$ cat src/rtl/subleq_ctrl.sv
// subleq_ctrl: multi-cycle SUBLEQ sequencer (fetch A/B/C, read operands,
// subtract, write back, branch). Single-port memory valid/ready handshake.
// Ports: clk, rst (sync, active-high), start/start_pc, mem_* handshake,
// alu_a/alu_b -> alu_result/alu_zero/alu_negative, pc, busy, halted.
// Optional: define SUBLEQ_RETIRE_CNT_EN to add the 64-bit retired counter.
module subleq_ctrl #(
  parameter int unsigned ADDR_W = 16,
  parameter logic [ADDR_W-1:0] RESET_PC = '0
) (
  input  logic              clk,
  input  logic              rst,
  input  logic              start,
  input  logic [ADDR_W-1:0] start_pc,
  output logic              mem_req,
  output logic              mem_we,
  output logic [ADDR_W-1:0] mem_addr,
  output logic [63:0]       mem_wdata,
  input  logic              mem_ready,
  input  logic [63:0]       mem_rdata,
  output logic [63:0]       alu_a,
  output logic [63:0]       alu_b,
  input  logic [63:0]       alu_result,
  input  logic              alu_zero,
  input  logic              alu_negative,
  output logic [ADDR_W-1:0] pc,
  output logic              busy,
`ifdef SUBLEQ_RETIRE_CNT_EN
  output logic [63:0]       retired,
`endif
  output logic              halted
);

  typedef enum logic [2:0] {
    HALT, FETCH_A, FETCH_B, FETCH_C,
    READ_A, READ_B, EXEC, WRITE
  } state_t;

  state_t state, state_n;

  // Only the address bits of A/B/C are ever used, plus C's halt bit.
  logic [ADDR_W-1:0] ra, rb, rc;
  logic              rc_h;
  logic [63:0]       opa, opb, res;
  logic              zf, nf;
  logic              acc, taken, hlt;

  assign acc   = mem_req & mem_ready;
  assign taken = zf | nf;
  assign hlt   = taken & rc_h;

  always_ff @(posedge clk) begin
    if (rst) begin
      state  <= HALT;
      busy   <= 1'b0;
      halted <= 1'b1;
    end else begin
      state  <= state_n;
      busy   <= (state_n != HALT);
      halted <= (state_n == HALT);
    end
  end

  always_comb begin
    state_n = state;
    unique case (state)
      HALT:    if (start) state_n = FETCH_A;
      FETCH_A: if (mem_ready) state_n = FETCH_B;
      FETCH_B: if (mem_ready) state_n = FETCH_C;
      FETCH_C: if (mem_ready) state_n = READ_A;
      READ_A:  if (mem_ready) state_n = READ_B;
      READ_B:  if (mem_ready) state_n = EXEC;
      EXEC:    state_n = WRITE;
      WRITE:   if (mem_ready) state_n = hlt ? HALT : FETCH_A;
      default: state_n = HALT;
    endcase
  end

  always_comb begin
    mem_req   = 1'b0;
    mem_we    = 1'b0;
    mem_addr  = '0;
    mem_wdata = '0;
    unique case (state)
      FETCH_A: begin
        mem_req  = 1'b1;
        mem_addr = pc;
      end
      FETCH_B: begin
        mem_req  = 1'b1;
        mem_addr = pc + ADDR_W'(1);
      end
      FETCH_C: begin
        mem_req  = 1'b1;
        mem_addr = pc + ADDR_W'(2);
      end
      READ_A: begin
        mem_req  = 1'b1;
        mem_addr = ra;
      end
      READ_B: begin
        mem_req  = 1'b1;
        mem_addr = rb;
      end
      WRITE: begin
        mem_req   = 1'b1;
        mem_we    = 1'b1;
        mem_addr  = rb;
        mem_wdata = res;
      end
      default: ;
    endcase
  end

  always_ff @(posedge clk) begin
    if (rst) begin
      pc    <= RESET_PC;
      ra    <= '0;
      rb    <= '0;
      rc    <= '0;
      rc_h  <= 1'b0;
      opa   <= '0;
      opb   <= '0;
      res   <= '0;
      zf    <= 1'b0;
      nf    <= 1'b0;
      alu_a <= '0;
      alu_b <= '0;
    end else begin
      if (state == HALT && start)
        pc <= start_pc;
      if (state == FETCH_A && acc)
        ra <= mem_rdata[ADDR_W-1:0];
      if (state == FETCH_B && acc)
        rb <= mem_rdata[ADDR_W-1:0];
      if (state == FETCH_C && acc) begin
        rc   <= mem_rdata[ADDR_W-1:0];
        rc_h <= mem_rdata[63];
      end
      if (state == READ_A && acc)
        opa <= mem_rdata;
      // ALU inputs change only on entry to EXEC.
      if (state == READ_B && acc) begin
        opb   <= mem_rdata;
        alu_a <= opa;
        alu_b <= mem_rdata;
      end
      if (state == EXEC) begin
        res <= alu_result;
        zf  <= alu_zero;
        nf  <= alu_negative;
      end
      // On a halting branch pc keeps the faulting address.
      if (state == WRITE && acc && !hlt)
        pc <= taken ? rc : pc + ADDR_W'(3);
    end
  end

`ifdef SUBLEQ_RETIRE_CNT_EN
  always_ff @(posedge clk) begin
    if (rst)
      retired <= '0;
    else if (state == WRITE && acc)
      retired <= retired + 64'd1;
  end
`endif

endmodule

$ cat config.mk
export PLATFORM = sky130hd
export DESIGN_NAME = subleq_ctrl
export DESIGN_NICKNAME = d
export VERILOG_FILES = /design/src/rtl/subleq_ctrl.sv
export SDC_FILE = /design/constraint.sdc
export NUM_CORES = 1
export LEC_CHECK = 0
export ABC_AREA = 1
export BUFFER_PORTS_ARGS = -buffer_cell sky130_fd_sc_hd__buf_2
export CORE_MARGIN = 4
export CORE_UTILIZATION = 45
export DETAILED_ROUTE_END_ITERATION = 7
export PLACE_DENSITY_LB_ADDON = 0.1
export REMOVE_ABC_BUFFERS = 1
export SYNTH_ARGS = -nofsm -noshare
export SYNTH_HDL_FRONTEND = slang
export SYNTH_SLANG_ARGS = --single-unit
$ cat constraint.sdc
create_clock -name clk -period 2.95 [get_ports clk]
set_input_delay 0.59 -clock clk [delete_from_list [all_inputs] [get_ports clk]]
set_output_delay 0.59 -clock clk [all_outputs]
set_load 0.03 [all_outputs]
==> implementation parameters, run 1 <==
Parameter                              Value

Logic synthesis
  Yosys warning count ... 0
  Flip-flop and latch count after synthesis ... about 330
  Most area-consuming cells after synthesis ... sky130_fd_sc_hd__dfxtp_1 (50%), sky130_fd_sc_hd__nor2_1 (12%), sky130_fd_sc_hd__o21ai_0 (11%)
  Number of instances in the synthesized netlist ... roughly 1,800
  Synth area leader ... sky130_fd_sc_hd__dfxtp_1
  Fraction of the yosys area taken by sequential cells ... 49.5%
  Mean instance size in the synthesized netlist ... 7.26 sq um
  Post-Synthesis Cell Area ... 0.0133 sq mm
  Area share of the leading cell type in the synthesized netlist ... 49.5%
  Synth unique cells ... 33

GRT
  Met3 Track Usage GR ... between 6 and 7%
  Wire length of the first global-routing pass ... around 64,000 um
  Met1 Resource Use GR ... 32.3%
  Vias in the first global route ... about 12,000
  Most congested layer reported by global routing ... met2
  Met2 routing resource usage after global routing ... 37.2%
  Antenna violations before repair ... 0
  Global-route total usage across every layer ... around a quarter
  Maximum number of pins on one net before global-route repair ... roughly 140
  Global route total overflow ... 0

Layout
  Growth of design area from synthesis to finish ... 24.8%
  Fillers ... 2,853
  Share of cells above drive strength 1 ... 22.6%
  Number of nets in the finished design ... approximately 2,300
  Finished Cell Area ... ~0.017 sq mm
  Cell Count, Final, Fillers Out ... approximately 2,600
  Fraction of the core area covered by cells at the end of the flow ... 57.3%

Die
  Area of the placeable core ... 0.0289 sq mm
  Starting utilization of the core area ... 45.9%
  # IOs ... ~380
  DIE WIDTH ... 180 um
  Die H ... between 150 and 200 um
  Die ar. ... 0.0323 sq mm
  # rows ... 62

Clock tree
  Clock root buffer master ... sky130_fd_sc_hd__clkbuf_16
  Post-CTS Setup Bufs ... 0
  Clock sink total ... approximately 330
  Clock tree from TritonCTS ... done
  Number of CTS-inserted buffers ... 36
  Bufs on Longest Clock Path ... 3
  Maximum level of the CTS H-tree ... 2
  Post-CTS Hold Buffers ... 0
  CTS clock-pin slew for the worst setup and hold paths ... 60 ps
  Post-cts repair resize count ... 2
  Clock latency on the worst-skew pair ... 510 ps

Placement
  Total cell area at the placement stage ... 0.0153 sq mm
  Worst setup timing slack at the placement stage ... 469 ps
  Post-DP HPWL ... 27,500 um
  Placed Cells ... 2,489
  Number of input and output port buffers inserted ... 377
  Routability cong. ... 0.949

Critical path
  Path length in cells of the critical path ... 10
  Count of buffer and inverter cells on the critical path ... 3
  Data required time at the worst endpoint ... 2360 ps
  Ordered list of cells on the worst path ... nand2_1 > nor2_4 > inv_1 > nor2_2 > inv_1 > a21oi_1 > o21ai_0 > nand2_1 > nand2_1 > buf_2
  Worst Reg2Reg Path Length in Cells ... 8
  Type of the setup path with the least slack ... flop to output port
  Critical path data arrival time ... 2210 ps
  Cell with the largest stage delay on the worst path ... sky130_fd_sc_hd__dfxtp_1
  Most used cell along the critical path ... sky130_fd_sc_hd__nand2_1
  Endpoint class of the critical path ... output port
  Crit-path max cell delay ... 470 ps
  Peak fanout along the critical path ... 7
  Cell family with the largest share of critical-path delay ... simple AND/OR/NAND/NOR gates
  CP startpoint kind ... flop

STA
  Tightest Pin Transition ... approximately 990 ps
  Number of hold violations in the final report ... 0
  Fin Hold WS ... 327 ps
  Total of endpoints with negative setup slack in the final report ... 0
  Final Skew ... around 17 ps
  Sum of negative setup slack ... 0 ps
  Part of the cycle the worst path needs ... 94.9%
  Total count of max-transition violations in the final report ... 0
  FMAX ... 0.357 GHz
  Slew margin rel. ... about a third
  Final min period ... ~2800 ps
  Final worst setup slack ... about 150 ps

Power and ir drop
  Leakage dissipation ... 7.71 nW
  PwrDens ... around 600 mW/mm^2
  Peak ir drop on the vdd network ... ~0.44 mV
  Design Power ... 9.89 mW

Min path
  Min-Delay Path Class ... primary input to flop
  Hold Crit Depth ... 3

Detailed routing
  DRC viols ... 0
  Post-Route WL ... 40,700 um
  Drt first-iter violations ... 1,065
  Average via count per standard cell ... 5.07
  Remaining number of nets flagged by the antenna check after routing ... 0
  Vias ... 12,945
  Final routed wire length divided by cell count ... 15.9 um
  First-pass iteration count of the detailed router ... 5

Outcome
  Status ... finished, final reports clean

Flow run
  MaxCap Viol Count ... 0
==> Yosys cell counts (all sizes together) <==
cell type	instances
o22ai	1
nand2	174
a211oi	1
ha	4
o211ai	7
a32oi	1
a221oi	3
a31oi	3
buf	59
dfxtp	328
o2111ai	3
clkbuf	64
nand3	99
a41oi	1
nor3	4
inv	143
a21oi	177
o21ai	309
xor2	5
nand4	1
nor2	439
==> routing by layer <==
metal | vias to the layer above | routed length (um)
li1 | 6559 | -
met1 | 5885 | 18200
met2 | 432 | 18100
met3 | 69 | 3450
met4 | 0 | 916
met5 | - | 0
==> worst paths after layout <==
path             from            to  slack, ps
min reg2reg    res[5]        res[5]        450
min          alu_zero            zf        330
max             pc[3]  mem_addr[13]        150
max reg2reg  state[0]        opa[3]        560
==> cells in the final DEF (no fill, tap or decap), types with 2 or more instances in the layout <==
master and count:
sky130_fd_sc_hd__nor3_1 4, sky130_fd_sc_hd__a221oi_1 3, sky130_fd_sc_hd__buf_2 377, sky130_fd_sc_hd__nand2_2 3
sky130_fd_sc_hd__a21oi_1 177, sky130_fd_sc_hd__o211ai_1 7, sky130_fd_sc_hd__nand2_1 169, sky130_fd_sc_hd__nor2_1 429
sky130_fd_sc_hd__diode_2 2, sky130_fd_sc_hd__o21ai_0 302, sky130_fd_sc_hd__clkbuf_8 12, sky130_fd_sc_hd__bufinv_16 2
sky130_fd_sc_hd__a31oi_1 3, sky130_fd_sc_hd__ha_1 4, sky130_fd_sc_hd__nand2_4 2, sky130_fd_sc_hd__o2111ai_1 3
sky130_fd_sc_hd__inv_2 7, sky130_fd_sc_hd__nand3_1 99, sky130_fd_sc_hd__buf_4 20, sky130_fd_sc_hd__dfxtp_1 322
sky130_fd_sc_hd__dfxtp_2 5, sky130_fd_sc_hd__nor2_8 2, sky130_fd_sc_hd__clkbuf_1 7, sky130_fd_sc_hd__inv_6 2
sky130_fd_sc_hd__clkinvlp_4 3, sky130_fd_sc_hd__o21ai_1 6, sky130_fd_sc_hd__inv_1 132, sky130_fd_sc_hd__xor2_1 5
sky130_fd_sc_hd__buf_12 5, sky130_fd_sc_hd__clkbuf_16 37, sky130_fd_sc_hd__nor2_4 2, sky130_fd_sc_hd__nor2_2 6
==> worst min-delay path, delay by kind of cell <==
| family | cells | cell delay, ps |
|---|---|---|
| buf+inv | 1 | 70 |
| simple gates | 2 | 120 |
==> layout make-up <==
class / instances / area (sq um) / area share (%)
Multi-Input combinational cell: 1232 / 5590 / 33.8
Antenna cell: 2 / 5.00 / 0.0303
Clock buffer: 56 / 1120 / 6.75
Timing Repair Buffer: 402 / 2140 / 12.9
Tap cell: 384 / 480 / 2.90
Sequential cell: 328 / 6580 / 39.8
Inverter: 143 / 553 / 3.34
Clock inverter: 5 / 80.1 / 0.484
==> logic make-up (layout without fill, tap and decap cells) <==
| family | Yosys count | after routing | share of synthesized area [%] |
|---|---|---|---|
| compound gates | 506 | 506 | 19.5 |
| xor+xnor | 5 | 5 | 0.330 |
| fa+ha+maj | 4 | 4 | 0.377 |
| buf+inv | 266 | 606 | 8.43 |
| flops | 328 | 328 | 49.5 |
| other cells | 0 | 2 | 0 |
| simple gates | 717 | 717 | 21.8 |
==> flip-flops by register name, indices dropped and copies added, names as in the netlist <==
name / cells
nf: 1
alu_a: 64
opa: 64
alu_b: 64
zf: 1
pc: 16
ra: 16
state: 3
rb: 16
busy: 1
rc_h: 1
res: 64
rc: 16
halted: 1
==> where the power goes <==
part | internal (mW) | switching, mW | total, mW
clock network | 2.76 | 1.75 | 4.52
logic | 0.246 | 0.533 | 0.779
registers | 4.52 | 0.0784 | 4.60
No activity file was read; power rests on OpenSTA's default activity.
==> inputs of run 2 (changes only) <==
Settings changed: REMOVE_ABC_BUFFERS 1 to unset.
==> run 2 against run 1 <==
Clock power is 13% higher. Power up 6.2%. Setup slack got worse by 17 ps. Non-clock buffer count decreased by 5. Clock skew is 3.4 ps lower. Sequential share of layout area decreased by 0.40 points. Die area stayed put. Worst hold slack got worse by 13 ps. Cell count about the same. Via count increased by 1.4%. Combinational power is 0.5% lower. Sequential cell count did not move. Critical endpoint is now mem_addr[12].
==> implementation parameters, run 2 (same netlist as run 1, synthesis figures left out) <==
Parameter                              Value

STA
  Sum of negative setup slack ... 0 ps (unchanged)
  Total count of max-transition violations in the final report ... 0 (unchanged)
  Slew margin rel. ... 22.5% (-11 points)
  Final Skew ... 13.5 ps (-3.41 ps)
  Number of hold violations in the final report ... 0 (unchanged)
  Tightest Pin Transition ... 1160 ps (+172 ps)
  Final min period ... 2820 ps (+16.9 ps)
  Total of endpoints with negative setup slack in the final report ... 0 (unchanged)
  Fin Hold WS ... 314 ps (-12.8 ps)
  Unrepaired setup endpoints after global routing ... no
  FMAX ... 0.355 GHz (-0.60%)
  Final worst setup slack ... 133 ps (-16.9 ps)
  Part of the cycle the worst path needs ... 95.5% (+0.57 points)

Critical path
  Type of the setup path with the least slack ... flop to output port
  RR Endpoint ... opa[63]
  Critical path data arrival time ... 2230 ps (+20 ps)
  Endpoint class of the critical path ... output port
  CP startpoint kind ... flop
  Worst Reg2Reg Path Length in Cells ... 8 (unchanged)
  Crit Reg-Reg Startpoint ... state[1]
  Peak fanout along the critical path ... 9 (+2)
  Reg-to-reg setup timing slack ... 520 ps (-40 ps)
  Data required time at the worst endpoint ... 2360 ps (about the same)

Detailed routing
  Final routed wire length divided by cell count ... 16.5 um (+3.4%)
  Average via count per standard cell ... 5.14 (+1.3%)
  Post-Route WL ... 42,100 um (+3.5%)
  Vias ... 13,129 (+1.4%)
  First-pass iteration count of the detailed router ... 5 (unchanged)
  DRC viols ... 0 (unchanged)
  Drt first-iter violations ... 999 (-6.2%)
  Remaining number of nets flagged by the antenna check after routing ... 0 (unchanged)

Layout
  Cell Count, Final, Fillers Out ... 2,554 (+0.078%)
  Fraction of the core area covered by cells at the end of the flow ... 57.9% (+0.59 points)
  Share of cells above drive strength 1 ... 23.0% (+0.40 points)
  Growth of design area from synthesis to finish ... 26.0%
  Fillers ... 2,842 (-0.39%)
  Number of nets in the finished design ... 2,293 (-0.17%)
  Most common library cell in the layout ignoring fill and taps ... sky130_fd_sc_hd__nor2_1
  Finished Cell Area ... 0.0167 sq mm (+1.0%)
  Most frequent cells in the layout ... sky130_fd_sc_hd__nor2_1 (429), sky130_fd_sc_hd__buf_2 (376), sky130_fd_sc_hd__dfxtp_1 (320), sky130_fd_sc_hd__o21ai_0 (302), sky130_fd_sc_hd__a21oi_1 (177)

Power and ir drop
  Leakage dissipation ... 7.79 nW (+1.0%)
  PwrDens ... 629 mW/mm^2 (+5.1%)
  Design Power ... 10.5 mW (+6.2%)
  Peak ir drop on the vdd network ... 0.387 mV (-11%)

Placement
  Total cell area at the placement stage ... 0.0153 sq mm (-0.25%)
  Number of input and output port buffers inserted ... 377 (unchanged)
  Post-DP HPWL ... 28,300 um (+2.9%)
  Worst setup timing slack at the placement stage ... 380 ps (-89.6 ps)
  Routability cong. ... 0.907 (-4.5%)
  Placed Cells ... 2,484 (-0.20%)

Outcome
  Status ... finished, final reports clean

Clock tree
  CTS clock-pin slew for the worst setup and hold paths ... 60 ps (about the same)
  Maximum level of the CTS H-tree ... 2 (unchanged)
  Number of CTS-inserted buffers ... 37 (+2.8%)
  Post-CTS Setup Bufs ... 0 (unchanged)
  Clock root buffer master ... sky130_fd_sc_hd__clkbuf_16
  Clock latency on the worst-skew pair ... 510 ps (about the same)
  Clock sink total ... 328 (unchanged)
  Bufs on Longest Clock Path ... 3 (unchanged)
  Clock tree from TritonCTS ... done

GRT
  Wire length of the first global-routing pass ... 67,800 um (+5.2%)
  Global route total overflow ... 0 (unchanged)
  Antenna violations before repair ... 4 (+4)
  Vias in the first global route ... 12,439 (+4.8%)
  Maximum number of pins on one net before global-route repair ... 136 (unchanged)
  Global-route total usage across every layer ... 24.9% (+1.2 points)

Die
  Starting utilization of the core area ... 45.9% (unchanged)
  # rows ... 62 (unchanged)
  Area of the placeable core ... 0.0289 sq mm (unchanged)
  DIE WIDTH ... 180 um (unchanged)
  # IOs ... 378 (unchanged)
  Die H ... 180 um (unchanged)
  Die ar. ... 0.0323 sq mm (unchanged)

Min path
  End point of the most critical hold path ... nf
  Origin of the worst min-delay path ... alu_negative
  Hold Crit Depth ... 3 (unchanged)
  Min-Delay Path Class ... primary input to flop

Flow run
  MaxCap Viol Count ... 0 (unchanged)

Logic synthesis
  Post-synthesis net count ... 1,980
run 2: cell types whose count changed in the layout (fill, tap and decap cells not counted), sizes merged:
| cell | previous run | this run |
|---|---|---|
| buf | 402 | 396 |
| clkinvlp | 3 | 2 |
| clkbuf | 56 | 53 |
| clkinv | 1 | 4 |
| bufinv | 2 | 8 |
| diode | 2 | 3 |
| inv | 142 | 144 |
run 2: critical path, cell delays in order (launching register included):
cell and delay [ps]:
sky130_fd_sc_hd__dfxtp_1 470, sky130_fd_sc_hd__nor2_1 90, sky130_fd_sc_hd__nand2_1 280, sky130_fd_sc_hd__nor2_1 100, sky130_fd_sc_hd__a221oi_1 440, sky130_fd_sc_hd__nand3_1 120, sky130_fd_sc_hd__buf_2 210
run 2: routing by layer:
metal	vias up	track usage, %	wire length (um)
li1	6543	-	-
met1	6034	33.7	18500
met2	480	39.1	18600
met3	70	7.01	3760
met4	2	7.44	1140
met5	-	0	12
run 2: layout make-up:
type / count / area (sq um) / area share [%]
clock inverter: 15 / 284 / 1.70
multi-input combinational: 1232 / 5620 / 33.6
clock buffer: 52 / 1090 / 6.55
inverter: 143 / 544 / 3.26
antenna: 3 / 7.51 / 0.0449
timing repair buffer: 397 / 2110 / 12.6
tap: 384 / 480 / 2.88
sequential: 328 / 6580 / 39.4
run 2: how the worst max path moves through the flow:
stage | from | to | slack, ps | cells past startpoint
6_report | state[1] | mem_addr[12] | 130 | 6
5_1_grt | pc[2] | mem_addr[11] | 8 | 11
4_1_cts | pc[4] | mem_addr[13] | 30 | 10
3_5_place_dp | mem_ready | opa[63] | 380 | 6
3_3_place_gp | mem_ready | opa[63] | 430 | 6
2_1_floorplan | state[1] | mem_wdata[10] | 480 | 5
run 2: power breakdown:
part	leakage [nW]	switching (mW)	total, mW	internal [mW]
registers	2.65	0.0847	4.60	4.52
logic	4.46	0.532	0.775	0.242
clock network	0.672	1.84	5.13	3.29
run 2: timing repair:
| item | in CTS | in global routing |
|---|---|---|
| gates resized for setup | 3 | 18 |
| pin swaps | 0 | 0 |
| endpoints found under the setup margin | 4 | 10 |
| hold buffers | 0 | 0 |
